--- config.mk ---
export PLATFORM = sky130hd
export DESIGN_NAME = instr_fetch_unit
export DESIGN_NICKNAME = d
export VERILOG_FILES = /design/src/rtl/instr_fetch_unit.sv
export SDC_FILE = /design/constraint.sdc
export NUM_CORES = 1
export LEC_CHECK = 0
export BUFFER_PORTS_ARGS = -buffer_cell sky130_fd_sc_hd__buf_2
export CORE_UTILIZATION = 30
export DETAILED_ROUTE_END_ITERATION = 8
export PLACE_DENSITY = 0.57
export SLEW_MARGIN = 20
export SYNTH_ARGS = -nofsm -noshare
export SYNTH_HDL_FRONTEND = slang
export SYNTH_SLANG_ARGS = --single-unit
--- constraint.sdc ---
create_clock -name clk -period 5.7 [get_ports clk]
set_clock_uncertainty 0.05 [all_clocks]
set_input_delay 0.57 -clock clk [delete_from_list [all_inputs] [get_ports clk]]
set_output_delay 0.57 -clock clk [all_outputs]
set_load 0.02 [all_outputs]
--- src/rtl/instr_fetch_unit.sv ---
// Instruction fetch stage: owns the PC, waits out the memory read delay, and
// queues {pc, instr} pairs in a small prefetch FIFO for decode.
//
// state   | meaning
// --------+--------------------------------------------------------------
// ADDR    | pc on imem_addr; halt if past end of memory, else start wait
// WAIT    | down-count memory read delay, leave on terminal count
// CAPTURE | push {pc, imem_instr} when FIFO has room, then advance pc
// HALT    | pc ran off populated memory; hold until redirect or reset
module instr_fetch_unit #(
    parameter int ADDR_W     = 32,
    parameter int DATA_W     = 32,
    parameter int RESET_PC   = 0,
    parameter int PC_STEP    = 4,
    parameter int MEM_WAIT   = 1,
    parameter int MEM_BYTES  = 160,
    parameter int FIFO_DEPTH = 4
) (
    input  logic                          clk,
    input  logic                          reset,
    output logic [ADDR_W-1:0]             imem_addr,
    input  logic [DATA_W-1:0]             imem_instr,
    input  logic                          redirect,
    input  logic [ADDR_W-1:0]             redirect_pc,
    output logic                          out_valid,
    input  logic                          out_ready,
    output logic [DATA_W-1:0]             out_instr,
    output logic [ADDR_W-1:0]             out_pc,
    output logic [$clog2(FIFO_DEPTH):0]   fifo_count,
    output logic                          halted
);

    localparam int PW  = $clog2(FIFO_DEPTH);
    localparam int CW  = PW + 1;
    localparam int WCW = (MEM_WAIT < 2) ? 1 : $clog2(MEM_WAIT + 1);

    typedef enum logic [1:0] {
        S_ADDR,
        S_WAIT,
        S_CAPTURE,
        S_HALT
    } state_t;

    state_t            state, state_nxt;
    logic [ADDR_W-1:0] pc, pc_nxt;
    logic [WCW-1:0]    wait_cnt, wait_nxt;

    logic [ADDR_W-1:0] fifo_pc    [FIFO_DEPTH];
    logic [DATA_W-1:0] fifo_instr [FIFO_DEPTH];
    logic [PW-1:0]     wr_ptr, rd_ptr;
    logic [CW-1:0]     count;
    logic              full, push, pop;

    assign full = (count == CW'(FIFO_DEPTH));
    // A redirect discards any pop in the same cycle; push is gated in the FSM.
    assign pop  = (count != '0) && out_ready && !redirect;

    always_comb begin
        state_nxt = state;
        pc_nxt    = pc;
        wait_nxt  = wait_cnt;
        push      = 1'b0;
        if (redirect) begin
            state_nxt = S_ADDR;
            pc_nxt    = redirect_pc & ~ADDR_W'(3);
        end else begin
            case (state)
                S_ADDR: begin
                    if (pc >= ADDR_W'(MEM_BYTES)) begin
                        state_nxt = S_HALT;
                    end else if (MEM_WAIT == 0) begin
                        state_nxt = S_CAPTURE;
                    end else begin
                        wait_nxt  = WCW'(MEM_WAIT);
                        state_nxt = S_WAIT;
                    end
                end
                S_WAIT: begin
                    wait_nxt = wait_cnt - WCW'(1);
                    if (wait_cnt == WCW'(1)) state_nxt = S_CAPTURE;
                end
                S_CAPTURE: begin
                    // Fullness is judged before any same-cycle pop.
                    if (!full) begin
                        push      = 1'b1;
                        pc_nxt    = pc + ADDR_W'(PC_STEP);
                        state_nxt = S_ADDR;
                    end
                end
                S_HALT: begin
                    state_nxt = S_HALT;
                end
                default: state_nxt = S_ADDR;
            endcase
        end
    end

    always_ff @(posedge clk) begin
        if (reset) begin
            state    <= S_ADDR;
            pc       <= ADDR_W'(RESET_PC);
            wait_cnt <= '0;
        end else begin
            state    <= state_nxt;
            pc       <= pc_nxt;
            wait_cnt <= wait_nxt;
        end
    end

    always_ff @(posedge clk) begin
        if (reset || redirect) begin
            wr_ptr <= '0;
            rd_ptr <= '0;
            count  <= '0;
        end else begin
            if (push) wr_ptr <= wr_ptr + PW'(1);
            if (pop)  rd_ptr <= rd_ptr + PW'(1);
            if (push && !pop)      count <= count + CW'(1);
            else if (pop && !push) count <= count - CW'(1);
        end
    end

    always_ff @(posedge clk) begin
        if (!reset && push) begin
            fifo_pc[wr_ptr]    <= pc;
            fifo_instr[wr_ptr] <= imem_instr;
        end
    end

    assign imem_addr  = pc;
    assign out_valid  = (count != '0);
    assign out_pc     = fifo_pc[rd_ptr];
    assign out_instr  = fifo_instr[rd_ptr];
    assign fifo_count = count;
    assign halted     = (state == S_HALT);

endmodule

# Word level (Yosys, flattened, before mapping)
# Memories as Yosys holds them, arrays and structs flattened. A register that Yosys moved wholly into a read port is not among the register bits.
# Index checks and enable logic that the tools add are counted.
op_classes:
  addsub: 6
  order_cmp: 1
  eq_ne: 8
  muxes: 20
  n_bitwise: 2
  n_reduce_logical: 20
op_table:
  columns: ["operator", "count"]
  rows:
  - ["$mux 32", 3]
  - ["$add 32x3->32 const B", 1]
  - ["$ge 32x8->1 const B", 1]
  - ["$mux 2", 7]
  - ["$ne 2x2->1 const B", 4]
  - ["$pmux 2 s4", 1]
  - ["$mux 1", 6]
  - ["$mux 3", 2]
  - ["$reduce_and 2->1", 3]
  - ["$reduce_bool 2->1", 3]
  - ["$logic_and 1x1->1", 5]
  - ["$add 2x1->2 const B", 2]
  - ["$eq 2x2->1 const B", 2]
  - ["$logic_not 1->1", 4]
  - ["$add 3x1->3 const B", 1]
  - ["$eq 3x3->1 const B", 1]
  - ["$reduce_and 3->1", 1]
  - ["$reduce_bool 3->1", 1]
  - ["$sub 3x1->3 const B", 1]
  - ["$eq 2x1->1 const B", 1]
  - ["$logic_not 2->1", 1]
  - ["$not 1->1", 2]
  - ["$pmux 1 s2", 1]
  - ["$reduce_or 2->1", 1]
  - ["2 further kinds", 2]
word_totals:
  register_bits: 42
  ram_bits: 256
  inputBits: 68
  output_inout_bits: 101
  elab_cells: 66
  mem_count: 2
memory_table:
  columns: ["memory", "depth", "word_bits", "rd", "rd_clocked_by_memory_dff", "wr", "line_no", "text"]
  rows:
  - ["fifo_instr", 4, 32, 1, 1, 1, "49", "logic [DATA_W-1:0] fifo_instr [FIFO_DEPTH];"]
  - ["fifo_pc", 4, 32, 1, 1, 1, "48", "logic [ADDR_W-1:0] fifo_pc [FIFO_DEPTH];"]

# Longest topological paths before layout
# Gate-level depths: netlist of the first run.
depth:
  word_depth: 8
  ltp_mapped: 10
  depth_no_buf: 9

# Worst setup path before layout of the first run
# No wires, ideal clock.
synth_path:
  path_type: "register -> register"
  start: "register count[0] (netlist: fifo_count[0])"
  end: "memory fifo_instr[0][0], enable pin"
  setup_time_ns: 0.427
  t_arrival_ns: 2.787
  required_time_ns: 5.223
  slack_ns: 2.436
  path_stages_with_launch: 6
  path_buffers: 2
  period_less_slack_ns: 3.264
  path_cell_list: "dfxtp_1 > or3b_1 > buf_4 > and2_1 > clkbuf_1 > and3_1"
synth_via:
  elab_chain_cells: 7
synth_rtl:
  columns: ["element", "line_no", "text"]
  rows:
  - ["start: declaration", "51", "logic [CW-1:0] count;"]
  - ["start signal: assignment", "118", "if (push && !pop) count <= count + CW'(1);"]
  - ["start signal: assignment", "119", "else if (pop && !push) count <= count - CW'(1);"]
  - ["$eq 3x3->1", "54", "assign full = (count == CW'(FIFO_DEPTH));"]
  - ["$mux 1", "84", "if (!full) begin"]
  - ["$mux 1", "67", "case (state)"]
  - ["$mux 1", "63", "if (redirect) begin"]
  - ["$logic_and 1x1->1", "124", "if (!reset && push) begin"]
  - ["$mux 1", "124", null]
  - ["$mux 1 (implied by the code)", "126", "fifo_instr[wr_ptr] <= imem_instr;"]
  - ["end: declaration", "49", null]
# No other way between the ends.

==> metrics.txt, run 1 <==
# TYPE chip_impl_metric gauge
chip_impl_metric{name="crit_cells",unit=""} 4
chip_impl_metric{name="tightest_slew",unit="ns"} 1.04
chip_impl_metric{name="grt_use_total",unit=""} 0.140
chip_impl_metric{name="finish.net_count",unit=""} 898
chip_impl_info{name="worst_r2r_startpoint",value="fifo_count[0]"} 1
chip_impl_metric{name="cp.required",unit="ns"} 5.08
chip_impl_info{name="combinational_family_with_the_most_area_after_synthesis",value="multiplexers"} 1
chip_impl_metric{name="post_synth_instance_area",unit="um^2"} 11600
chip_impl_metric{name="cts_h_tree_lvls",unit=""} 2
chip_impl_metric{name="grt_pass1_wl",unit="um"} 40700
chip_impl_metric{name="cellInternalPower",unit="mW"} 3.61
chip_impl_metric{name="hold_depth",unit=""} 1
chip_impl_info{name="cell_accounting_for_the_most_synthesized_area",value="sky130_fd_sc_hd__edfxtp_1"} 1
chip_impl_metric{name="postSynth.asyncResetShare",unit=""} 0
chip_impl_metric{name="register_area",unit="um^2"} 8300
chip_impl_info{name="hp-start",value="imem_instr[24]"} 1
chip_impl_info{name="crit_path_cell_trace",value="buf_16 -> buf_4 -> mux4_2 -> buf_2"} 1
chip_impl_metric{name="timing.reg2reg.worst_path_depth",unit=""} 4
chip_impl_metric{name="route.detailed.wl_per_inst",unit="um"} 20.2
chip_impl_info{name="clock-root-buffer",value="sky130_fd_sc_hd__clkbuf_16"} 1
chip_impl_info{name="rsz_0062_raised_after_global_routing",value="no"} 1
chip_impl_metric{name="edff_count_synth",unit=""} 248
chip_impl_metric{name="initial_drc_count",unit=""} 412
chip_impl_metric{name="fmax",unit="MHz"} 312
chip_impl_metric{name="dr_vias_cell",unit=""} 4.84
chip_impl_info{name="worstSetupEndpointType",value="output port"} 1
chip_impl_info{name="synth_commonest_cells",value="248 x sky130_fd_sc_hd__edfxtp_1, 62 x sky130_fd_sc_hd__mux4_2, 42 x sky130_fd_sc_hd__dfxtp_1"} 1
chip_impl_metric{name="power.share.combinational",unit=""} 0.046
chip_impl_metric{name="yosys.area_share.xor_xnor",unit=""} 0.0113
chip_impl_metric{name="grt_start_max_net_pins",unit=""} 63
chip_impl_metric{name="tritoncts_num_sinks",unit=""} 290
chip_impl_metric{name="count_of_buffering_cells_on_the_critical_path_with_inverters_included",unit=""} 3
chip_impl_metric{name="synthesis.area_per_instance",unit="um^2"} 17.9
chip_impl_metric{name="routed_wl",unit="um"} 27300
chip_impl_metric{name="final_cell_count_no_fill",unit=""} 1352
chip_impl_metric{name="synth_mux_area_frac",unit=""} 0.123
chip_impl_metric{name="total_switching_power",unit="mW"} 1.00
chip_impl_metric{name="die_height",unit="um"} 199
chip_impl_metric{name="cts_resized",unit=""} 0
chip_impl_info{name="status",value="finished clean"} 1
chip_impl_metric{name="clk_path_buf_depth",unit=""} 3
chip_impl_metric{name="antenna_cells",unit=""} 0
chip_impl_info{name="hold_class",value="primary input to flip-flop"} 1
chip_impl_metric{name="number_of_top_level_design_ports",unit=""} 169
chip_impl_metric{name="insertion_delay",unit="ns"} 0.50
chip_impl_metric{name="max-slew-margin-rel",unit=""} 0.305
chip_impl_metric{name="synthDistinctLibCells",unit=""} 62
chip_impl_info{name="worstReg2RegEnd",value="fifo_pc[1][17]"} 1
chip_impl_metric{name="ir_drop",unit="mV"} 0.150
chip_impl_metric{name="setup-tns-final",unit="ns"} 0
chip_impl_metric{name="portBuffers",unit=""} 162
chip_impl_metric{name="swShare",unit=""} 0.217
chip_impl_metric{name="floorplan.die.width",unit="um"} 199
chip_impl_metric{name="critical-path-max-stage-delay",unit="ns"} 0.63
chip_impl_info{name="clock_tree_from_tritoncts",value="yes"} 1
chip_impl_metric{name="rows",unit=""} 71
chip_impl_metric{name="fraction_of_the_mapped_netlist_area_in_adder_cells",unit=""} 0.0136
chip_impl_metric{name="detailed_place_hpwl",unit="um"} 17100
chip_impl_metric{name="postSynthCellCount",unit=""} 647
chip_impl_metric{name="clk_pin_slew",unit="ns"} 0.06
chip_impl_metric{name="synth_compound_area_frac",unit=""} 0.0434
chip_impl_metric{name="area.growth.synth_to_final",unit="%"} 20.5
chip_impl_metric{name="route.detailed.drc",unit=""} 0
chip_impl_info{name="crit_slowest_cell",value="sky130_fd_sc_hd__dfxtp_4"} 1
chip_impl_metric{name="timing.final.crit_period",unit="ns"} 3.21
chip_impl_metric{name="timing.reg2reg.setup_slack",unit="ns"} 2.87
chip_impl_metric{name="design.die.area",unit="um^2"} 39500
chip_impl_metric{name="grt-ovfl-total",unit=""} 0
chip_impl_metric{name="synth_top_area_frac",unit=""} 0.642
chip_impl_metric{name="power.share.sequential",unit=""} 0.520
chip_impl_metric{name="vias",unit=""} 6543
chip_impl_metric{name="clock_power_share",unit=""} 0.434
chip_impl_metric{name="slew_violations",unit=""} 0
chip_impl_info{name="critical_path.startpoint_type",value="flip-flop"} 1
chip_impl_metric{name="cell_count_post_placement",unit=""} 1292
chip_impl_metric{name="setup_viol_count_final",unit=""} 0
chip_impl_info{name="criticalPathCategory",value="flip-flop to output port"} 1
chip_impl_metric{name="ant_nets",unit=""} 0
chip_impl_metric{name="worstPathMaxFanout",unit=""} 28
chip_impl_metric{name="layout.core_utilization",unit=""} 0.369
chip_impl_info{name="synthTopCellsByArea",value="sky130_fd_sc_hd__edfxtp_1 64%, sky130_fd_sc_hd__mux4_2 12%, sky130_fd_sc_hd__dfxtp_1 7.2%"} 1
chip_impl_metric{name="detailedRoute.firstPassIterationCount",unit=""} 5
chip_impl_info{name="holdPathEnd",value="fifo_instr[0][24]"} 1
chip_impl_metric{name="synth_sequential_area_ratio",unit=""} 0.714
chip_impl_metric{name="place.gp.congestion",unit=""} 0.781
chip_impl_metric{name="setup_fix_buffers_added_after_clock_tree_synthesis",unit=""} 0
chip_impl_metric{name="yosys_warnings",unit=""} 0
chip_impl_metric{name="antenna_found_initial",unit=""} 0
chip_impl_metric{name="ys_seq_elements",unit=""} 290
chip_impl_metric{name="numCtsBuffers",unit=""} 34
chip_impl_metric{name="post_synth_and_or_nand_nor_area_fraction",unit=""} 0.0716
chip_impl_info{name="critical-path-top-delay-family",value="buffers and inverters"} 1
chip_impl_metric{name="filler_cell_count",unit=""} 3612
chip_impl_metric{name="cellLeakagePower",unit="nW"} 4.64
chip_impl_metric{name="multi_input_area",unit="um^2"} 3080
chip_impl_metric{name="final.period_utilization",unit=""} 0.563
chip_impl_info{name="synth_most_common_cell",value="sky130_fd_sc_hd__edfxtp_1"} 1
chip_impl_metric{name="grt_pass1_vias",unit=""} 6425
chip_impl_metric{name="max_cap_viols",unit=""} 0
chip_impl_metric{name="post_route_cells_drive_above_1_share",unit=""} 0.345
chip_impl_metric{name="starting_density",unit=""} 0.307
chip_impl_metric{name="holdBufCountCts",unit=""} 0
chip_impl_metric{name="fp.coreArea",unit="um^2"} 37800
chip_impl_metric{name="timing_hold_violations_final",unit=""} 0
chip_impl_metric{name="powerDensity",unit="nW/um^2"} 330
chip_impl_metric{name="cp_data_arrival_time",unit="ns"} 2.59
chip_impl_info{name="commonest_register_cell_after_synthesis",value="sky130_fd_sc_hd__edfxtp_1"} 1
==> layout make-up <==
cell class              count  area share
flip-flops and latches    290       0.593
multi-input cells         306       0.221
clock buffers              48      0.0669
repair buffers            168      0.0626
well taps                 511      0.0457
clock inverters            11     0.00600
inverters                  18     0.00483
==> cell families (layout without fill, tap and decap cells) <==
logic type               count (synthesis)  count (layout)
AO/OA/AOI/OAI                           66              66
other                                    1               4
buffers and inverters                   54             245
multiplexers                            65              65
adder cells (fa/ha/maj)                 12              12
AND/OR/NAND/NOR                        144             144
XOR/XNOR                                15              15
flip-flops                             290             290
==> power groups by stage <==
stage	Clock (mW)	Combinational, mW	Sequential, mW
5_1_grt	2.15	0.234	2.40
6_report	2.00	0.212	2.40
3_3_place_gp	0	0.211	2.44
3_5_place_dp	0	0.214	2.44
2_1_floorplan	0	0.117	2.44
4_1_cts	2.07	0.214	2.40
==> worst max path at each step <==
stage,start,to
finish,flip-flop,out_pc[21]
global route,flip-flop,out_pc[21]
CTS,flip-flop,out_pc[21]
detailed placement,redirect,fifo_count[2]
global placement,redirect,fifo_count[2]
floorplan,fifo_count[0],fifo_instr[0][0]
==> layer usage <==
layer / vias to the layer above / routed length, um / GRT usage
li1: 2991 / - / -
met5: - / 0 / 0
met2: 200 / 12600 / 0.216
met4: 0 / 547 / 0.0425
met1: 3315 / 12500 / 0.193
met3: 37 / 1690 / 0.0346
==> placed cells by master, fill, tap and decap left out, drive strengths merged, types with 11 or more instances in the layout <==
cell	n
edfxtp	248
a211oi	12
dfxtp	42
ha	11
buf	168
nand2	14
clkbuf	48
nor2	40
nand3	13
nor4	14
inv	20
mux4	62
nand4	15
==> through the flow <==
stage / area, um^2 / hold WS [ns] / power (mW) / setup slack [ns]
global route: 14000 / 0.199 / 4.79 / 2.25
global placement: 12900 / 0.451 / 2.65 / 2.56
detailed placement: 12900 / 0.465 / 2.66 / 2.57
CTS: 14000 / 0.192 / 4.68 / 2.12
finish: 14000 / 0.226 / 4.61 / 2.49
floorplan: 11600 / 0.435 / 2.55 / 2.44
==> state kept, by name, summed over array words and instances, names as in the netlist, named ones only <==
| register | flops |
|---|---|
| fifo_pc | 120 |
| fifo_count | 3 |
| imem_addr | 30 |
| rd_ptr | 2 |
| fifo_instr | 128 |
| state | 2 |
| wr_ptr | 2 |
| wait_cnt | 1 |
Power figures use the tool's default switching activity.
==> run 2: changes to the inputs <==
Settings changed: ABC_AREA set to 1.
Clock period 5.7 ns to 3.2 ns, I/O delays scaled along.
==> metrics.txt, run 2 <==
# TYPE chip_impl_metric gauge
chip_impl_info{name="status",value="finished clean"} 1
chip_impl_metric{name="cp.required",unit="ns"} 2.83
chip_impl_metric{name="portBuffers",unit=""} 162
chip_impl_metric{name="number_of_top_level_design_ports",unit=""} 169
chip_impl_metric{name="grt_start_max_net_pins",unit=""} 125
chip_impl_info{name="worstSetupEndpointType",value="output port"} 1
chip_impl_metric{name="worstPathMaxFanout",unit=""} 42
chip_impl_info{name="commonest_register_cell_after_synthesis",value="sky130_fd_sc_hd__edfxtp_1"} 1
chip_impl_info{name="mostFrequentLayoutCell",value="sky130_fd_sc_hd__edfxtp_1"} 1
chip_impl_metric{name="max_cap_viols",unit=""} 0
chip_impl_metric{name="route.detailed.wl_per_inst",unit="um"} 17.6
chip_impl_metric{name="design_area",unit="um^2"} 15000
chip_impl_info{name="clock_tree_from_tritoncts",value="yes"} 1
chip_impl_info{name="clock-root-buffer",value="sky130_fd_sc_hd__clkbuf_16"} 1
chip_impl_metric{name="grt-ovfl-total",unit=""} 0
chip_impl_metric{name="numCtsBuffers",unit=""} 34
chip_impl_metric{name="final.period_utilization",unit=""} 0.870
chip_impl_metric{name="post_route_cells_drive_above_1_share",unit=""} 0.211
chip_impl_metric{name="clk_pin_slew",unit="ns"} 0.06
chip_impl_metric{name="synthesis.area_per_instance",unit="um^2"} 11.4
chip_impl_metric{name="final_cell_count_no_fill",unit=""} 1802
chip_impl_metric{name="layout.core_utilization",unit=""} 0.377
chip_impl_metric{name="place.gp.congestion",unit=""} 0.827
chip_impl_metric{name="yosys_warnings",unit=""} 0
chip_impl_metric{name="dr_vias_cell",unit=""} 4.79
chip_impl_metric{name="synthDistinctLibCells",unit=""} 40
chip_impl_metric{name="ant_nets",unit=""} 0
chip_impl_metric{name="grt_pass1_wl",unit="um"} 48400
chip_impl_metric{name="setup-tns-final",unit="ns"} 0
chip_impl_metric{name="clk_path_buf_depth",unit=""} 3
chip_impl_metric{name="rows",unit=""} 73
chip_impl_metric{name="initial_drc_count",unit=""} 545
chip_impl_metric{name="synth_top_area_frac",unit=""} 0.617
chip_impl_metric{name="slew_violations",unit=""} 0
chip_impl_info{name="synth_most_common_cell",value="sky130_fd_sc_hd__edfxtp_1"} 1
chip_impl_metric{name="postSynthCellCount",unit=""} 1057
chip_impl_metric{name="detailedRoute.firstPassIterationCount",unit=""} 5
chip_impl_info{name="cell_accounting_for_the_most_synthesized_area",value="sky130_fd_sc_hd__edfxtp_1"} 1
chip_impl_metric{name="tritoncts_num_sinks",unit=""} 290
chip_impl_metric{name="floorplan.die.width",unit="um"} 203
chip_impl_metric{name="area.growth.synth_to_final",unit="%"} 23.9
chip_impl_metric{name="starting_density",unit=""} 0.304
chip_impl_metric{name="detailed_place.area",unit="um^2"} 13500
chip_impl_info{name="hold_class",value="primary input to flip-flop"} 1
chip_impl_metric{name="cellLeakagePower",unit="nW"} 5.33
chip_impl_metric{name="setup_fix_buffers_added_after_clock_tree_synthesis",unit=""} 0
chip_impl_metric{name="routed_wl",unit="um"} 31800
chip_impl_metric{name="timing_hold_violations_final",unit=""} 0
chip_impl_metric{name="fp.coreArea",unit="um^2"} 39700
chip_impl_metric{name="post_synth_instance_area",unit="um^2"} 12100
chip_impl_metric{name="cts_h_tree_lvls",unit=""} 2
chip_impl_info{name="rsz_0062_raised_after_global_routing",value="no"} 1
chip_impl_info{name="synth_commonest_cells",value="248 x sky130_fd_sc_hd__edfxtp_1, 187 x sky130_fd_sc_hd__nor2_1, 142 x sky130_fd_sc_hd__o21ai_0"} 1
chip_impl_metric{name="die_height",unit="um"} 203
chip_impl_metric{name="largest_register_ff_count",unit=""} 128
chip_impl_metric{name="cell_count_post_placement",unit=""} 1707
chip_impl_info{name="critical_path.startpoint_type",value="flip-flop"} 1
chip_impl_metric{name="grt_use_total",unit=""} 0.155
chip_impl_metric{name="max-slew-margin-rel",unit=""} 0.459
chip_impl_metric{name="design.die.area",unit="um^2"} 41100
chip_impl_metric{name="ir_drop",unit="mV"} 0.287
chip_impl_metric{name="timing.final.crit_period",unit="ns"} 2.78
chip_impl_metric{name="cp_data_arrival_time",unit="ns"} 2.41
chip_impl_info{name="most-common-layout-cells",value="248 x sky130_fd_sc_hd__edfxtp_1, 183 x sky130_fd_sc_hd__nor2_1, 162 x sky130_fd_sc_hd__buf_2"} 1
chip_impl_metric{name="tightest_slew",unit="ns"} 0.811
chip_impl_metric{name="setup_viol_count_final",unit=""} 0
chip_impl_info{name="synthTopCellsByArea",value="sky130_fd_sc_hd__edfxtp_1 62%, sky130_fd_sc_hd__dfxtp_1 7.0%, sky130_fd_sc_hd__o21ai_0 5.9%"} 1
chip_impl_metric{name="antenna_found_initial",unit=""} 1
chip_impl_metric{name="synth_sequential_area_ratio",unit=""} 0.686
chip_impl_info{name="criticalPathCategory",value="flip-flop to output port"} 1
chip_impl_metric{name="ys_seq_elements",unit=""} 290
chip_impl_metric{name="route.detailed.drc",unit=""} 0
chip_impl_metric{name="vias",unit=""} 8633
chip_impl_info{name="top_register",value="fifo_instr"} 1
chip_impl_metric{name="postSynth.asyncResetShare",unit=""} 0
chip_impl_metric{name="grt_pass1_vias",unit=""} 8403
chip_impl_metric{name="detailed_place_hpwl",unit="um"} 19000
chip_impl_metric{name="powerDensity",unit="nW/um^2"} 570
chip_impl_metric{name="fmax",unit="MHz"} 359
chip_impl_metric{name="edff_count_synth",unit=""} 248
chip_impl_metric{name="insertion_delay",unit="ns"} 0.53
chip_impl_metric{name="finish.net_count",unit=""} 1333
==> run 2: changes by cell type after synthesis, sizes merged, moves of 10 or more <==
| cell | before | now |
|---|---|---|
| clkbuf | 19 | 37 |
| mux4 | 62 | 0 |
| a211oi | 12 | 0 |
| or4 | 10 | 0 |
| a22oi | 0 | 15 |
| a21oi | 7 | 27 |
| o22ai | 0 | 67 |
| o21ai | 5 | 144 |
| nor4 | 14 | 0 |
| inv | 18 | 52 |
| nor2 | 40 | 206 |
| nand4 | 15 | 3 |
| nand2 | 14 | 133 |
==> run 2: kinds of logic after synthesis <==
group / count (synthesis) / share of synthesized area
simple gates: 372 / 0.133
flops: 290 / 0.686
compound gates: 263 / 0.121
buf+inv: 108 / 0.0379
fa+ha+maj: 12 / 0.0131
xor+xnor: 11 / 0.00798
other cells: 1 / 0.000311
==> run 2: worst paths after layout <==
kind / from / endpoint / slack (ns) / depth (start not counted)
worst max register to register: state[0] / fifo_count[2] / 0.85 / 11
worst max-delay path: flip-flop / out_pc[5] / 0.42 / 5
worst min register to register: rd_ptr[1] / flip-flop / 0.42 / 2
worst min-delay path: redirect_pc[5] / imem_addr[5] / 0.03 / 3
==> run 2: repair_timing <==
action / in CTS / in global routing
hold buffers: 35 / 0
resized for setup: 0 / 0
hold endpoints to repair: 131 / 0
==> run 2: layout make-up <==
type,count,area (um^2)
antenna,1,2.50
inverter,52,198
clock inverter,12,138
sequential,290,8290
multi-input combinational,662,3370
tap,525,657
clock buffer,47,963
timing repair buffer,213,1340
fill,3903,24800
==> run 2: worst max-delay path, stage by stage, from the launching register on <==
cell and delay, ns:
sky130_fd_sc_hd__dfxtp_2 0.56, sky130_fd_sc_hd__inv_2 0.14, sky130_fd_sc_hd__buf_4 0.44, sky130_fd_sc_hd__o21ai_0 0.17, sky130_fd_sc_hd__o22ai_1 0.29, sky130_fd_sc_hd__buf_2 0.23
==> run 2: routing by layer <==
| layer | routed length [um] | track usage | up-vias |
|---|---|---|---|
| li1 | - | - | 4148 |
| met1 | 14200 | 0.199 | 4186 |
| met2 | 15200 | 0.262 | 253 |
| met3 | 1690 | 0.0266 | 46 |
| met4 | 747 | 0.0564 | 0 |
| met5 | 0 | 0 | - |
==> run 2: report_power, final <==
group	switching (mW)	internal, mW
Sequential	0.0961	4.15
Combinational	0.278	0.167
Clock	1.49	2.34
==> run 2: metrics by stage <==
stage	setup WS (ns)	power, mW	hold slack (ns)
5_1_grt	0.251	8.82	0.0471
3_5_place_dp	0.782	4.74	0.424
3_3_place_gp	0.742	4.74	0.419
6_report	0.415	8.53	0.0348
2_1_floorplan	-0.945	4.55	0.369
4_1_cts	0.325	8.64	0.00247
==> run 3: changes to the inputs <==
Settings changed: CORE_ASPECT_RATIO set to 0.7.
==> metrics.txt, run 3 (synthesis results as in run 2) <==
# TYPE chip_impl_metric gauge
chip_impl_metric{name="antenna_cells",unit=""} 0
chip_impl_metric{name="floorplan.die.width",unit="um"} 242
chip_impl_info{name="holdPathEnd",value="imem_addr[18]"} 1
chip_impl_metric{name="routed_wl",unit="um"} 32200
chip_impl_metric{name="holdBufCountCts",unit=""} 41
chip_impl_info{name="hp-start",value="redirect_pc[18]"} 1
chip_impl_metric{name="clk_path_buf_depth",unit=""} 3
chip_impl_metric{name="timing.final.ws_setup",unit="ns"} 0.563
chip_impl_info{name="crit_slowest_cell",value="sky130_fd_sc_hd__inv_4"} 1
chip_impl_metric{name="cp.required",unit="ns"} 2.83
chip_impl_metric{name="slew_violations",unit=""} 0
chip_impl_metric{name="total_switching_power",unit="mW"} 1.79
chip_impl_info{name="clock-root-buffer",value="sky130_fd_sc_hd__clkbuf_16"} 1
chip_impl_metric{name="detailedRoute.firstPassIterationCount",unit=""} 5
chip_impl_metric{name="numCtsBuffers",unit=""} 30
chip_impl_metric{name="fp.coreArea",unit="um^2"} 39700
chip_impl_metric{name="timing_hold_violations_final",unit=""} 0
chip_impl_metric{name="timing.final.crit_period",unit="ns"} 2.64
chip_impl_metric{name="post_route_cells_drive_above_1_share",unit=""} 0.210
chip_impl_info{name="rsz_0062_raised_after_global_routing",value="no"} 1
chip_impl_metric{name="initial_drc_count",unit=""} 675
chip_impl_metric{name="rows",unit=""} 61
chip_impl_metric{name="register_area",unit="um^2"} 8290
chip_impl_metric{name="timing.reg2reg.worst_path_depth",unit=""} 11
chip_impl_metric{name="starting_density",unit=""} 0.304
chip_impl_metric{name="layout.core_utilization",unit=""} 0.378
chip_impl_metric{name="clock_power_share",unit=""} 0.437
chip_impl_info{name="hold_class",value="primary input to flip-flop"} 1
chip_impl_metric{name="antenna_found_initial",unit=""} 0
chip_impl_metric{name="critical-path-max-stage-delay",unit="ns"} 0.41
chip_impl_metric{name="route.detailed.drc",unit=""} 0
chip_impl_info{name="top_register",value="fifo_instr"} 1
chip_impl_metric{name="dr_vias_cell",unit=""} 4.78
chip_impl_metric{name="worst_setup_timing_slack_at_the_placement_stage",unit="ns"} 0.720
chip_impl_metric{name="max_cap_viols",unit=""} 0
chip_impl_metric{name="ir_drop",unit="mV"} 0.378
chip_impl_metric{name="tritoncts_num_sinks",unit=""} 290
chip_impl_metric{name="cts_h_tree_lvls",unit=""} 1
chip_impl_info{name="criticalPathCategory",value="flip-flop to output port"} 1
chip_impl_metric{name="finish.net_count",unit=""} 1335
chip_impl_metric{name="grt_pass1_wl",unit="um"} 49200
chip_impl_metric{name="power.share.combinational",unit=""} 0.054
chip_impl_info{name="worst_r2r_startpoint",value="state[0]"} 1
chip_impl_metric{name="filler_cell_count",unit=""} 3932
chip_impl_metric{name="max-slew-margin-rel",unit=""} 0.534
chip_impl_metric{name="number_of_top_level_design_ports",unit=""} 169
chip_impl_metric{name="grt_use_total",unit=""} 0.155
chip_impl_metric{name="largest_register_ff_count",unit=""} 128
chip_impl_metric{name="area.growth.synth_to_final",unit="%"} 24.1
chip_impl_metric{name="powerDensity",unit="nW/um^2"} 558
chip_impl_metric{name="design.die.area",unit="um^2"} 41100
chip_impl_metric{name="hold_depth",unit=""} 3
chip_impl_metric{name="final.period_utilization",unit=""} 0.824
chip_impl_metric{name="ant_nets",unit=""} 0
chip_impl_info{name="crit_path_cell_trace",value="inv_4 -> buf_12 -> o21ai_0 -> o22ai_1 -> buf_2"} 1
chip_impl_info{name="worstReg2RegEnd",value="fifo_count[2]"} 1
chip_impl_metric{name="fmax",unit="MHz"} 379
chip_impl_metric{name="grt_pass1_vias",unit=""} 8188
chip_impl_metric{name="die_height",unit="um"} 170
chip_impl_metric{name="insertion_delay",unit="ns"} 0.57
chip_impl_metric{name="swShare",unit=""} 0.214
chip_impl_metric{name="tightest_slew",unit="ns"} 0.698
chip_impl_metric{name="cp_data_arrival_time",unit="ns"} 2.27
chip_impl_metric{name="grt-ovfl-total",unit=""} 0
chip_impl_metric{name="timing.reg2reg.setup_slack",unit="ns"} 0.81
chip_impl_info{name="status",value="finished clean"} 1
chip_impl_metric{name="detailed_place_hpwl",unit="um"} 19600
chip_impl_metric{name="worstPathMaxFanout",unit=""} 72
chip_impl_metric{name="setup_fix_buffers_added_after_clock_tree_synthesis",unit=""} 0
chip_impl_info{name="clock_tree_from_tritoncts",value="yes"} 1
chip_impl_metric{name="setup-tns-final",unit="ns"} 0
chip_impl_metric{name="timing.hold.ws",unit="ns"} 0.0357
chip_impl_metric{name="multi_input_area",unit="um^2"} 3370
chip_impl_metric{name="route.detailed.wl_per_inst",unit="um"} 17.8
chip_impl_info{name="worstSetupEndpointType",value="output port"} 1
chip_impl_info{name="critical_path.startpoint_type",value="flip-flop"} 1
chip_impl_metric{name="place.gp.congestion",unit=""} 0.906
chip_impl_metric{name="cellLeakagePower",unit="nW"} 5.35
chip_impl_info{name="most-common-layout-cells",value="248 x sky130_fd_sc_hd__edfxtp_1, 183 x sky130_fd_sc_hd__nor2_1, 162 x sky130_fd_sc_hd__buf_2"} 1
chip_impl_metric{name="vias",unit=""} 8662
chip_impl_metric{name="clk_pin_slew",unit="ns"} 0.06
chip_impl_metric{name="grt_start_max_net_pins",unit=""} 125
chip_impl_metric{name="power.share.sequential",unit=""} 0.508
chip_impl_metric{name="setup_viol_count_final",unit=""} 0
chip_impl_metric{name="portBuffers",unit=""} 162
chip_impl_metric{name="cts_resized",unit=""} 0
chip_impl_metric{name="cellInternalPower",unit="mW"} 6.58
chip_impl_info{name="mostFrequentLayoutCell",value="sky130_fd_sc_hd__edfxtp_1"} 1
## run 3: changes by cell type in the layout (fill, tap and decap cells not counted)
| cell | delta |
|---|---|
| sky130_fd_sc_hd__clkbuf_16 | -4 |
| sky130_fd_sc_hd__clkbuf_4 | +1 |
| sky130_fd_sc_hd__buf_12 | +1 |
| sky130_fd_sc_hd__bufinv_16 | +1 |
| sky130_fd_sc_hd__diode_2 | -1 |
| sky130_fd_sc_hd__dlygate4sd3_1 | +6 |
| sky130_fd_sc_hd__buf_4 | -1 |
| sky130_fd_sc_hd__clkbuf_2 | +3 |
| sky130_fd_sc_hd__clkinvlp_4 | -3 |
| sky130_fd_sc_hd__clkinv_2 | -1 |
| sky130_fd_sc_hd__clkbuf_1 | -3 |
| sky130_fd_sc_hd__clkbuf_8 | +2 |
## run 3: stage by stage
stage | area, um^2 | cells | power (mW)
floorplan | 12100 | 1060 | 4.55
global placement | 13500 | 1717 | 4.74
detailed placement | 13500 | 1717 | 4.75
CTS | 15000 | 1813 | 8.46
global route | 15000 | 1813 | 8.68
finish | 15000 | 1813 | 8.37
## run 3: per-layer routing
metal / up-vias / part of all wire / GRT usage
li1: 4156 / - / -
met2: 272 / 0.45 / 0.248
met1: 4188 / 0.47 / 0.219
met5: - / 0 / 0
met4: 0 / 0.018 / 0.0325
met3: 46 / 0.066 / 0.0284
## run 3: power by group through the flow
stage	logic [mW]	registers, mW	clock network [mW]
final	0.454	4.25	3.66
after global routing	0.500	4.26	3.92
after CTS	0.457	4.25	3.75
after detailed placement	0.414	4.33	0
after global placement	0.407	4.33	0
after floorplan	0.228	4.32	0
## run 3: worst max path at each step
stage                              from                to  cells after the start
after floorplan           fifo_count[0]  fifo_instr[0][0]                      6
after global placement         redirect     fifo_count[2]                     12
after detailed placement       redirect  fifo_instr[2][6]                      7
after CTS                     flip-flop      out_instr[0]                      5
after global routing          flip-flop      out_instr[0]                      5
final                         flip-flop      out_instr[0]                      5
## run 3: final cells by class
type,count,share of cell area
Tap cell,535,0.0447
Multi-Input combinational cell,662,0.225
Inverter,52,0.0132
Sequential cell,290,0.553
Clock inverter,9,0.00935
Clock buffer,46,0.0602
Timing Repair Buffer,219,0.0945
## run 3: critical path: cells and delay by family, from the launching register on
| kind | cells | cell delay (ns) |
|---|---|---|
| buffers and inverters | 3 | 0.98 |
| DFF | 1 | 0.36 |
| AOI/OAI and AO/OA | 2 | 0.31 |
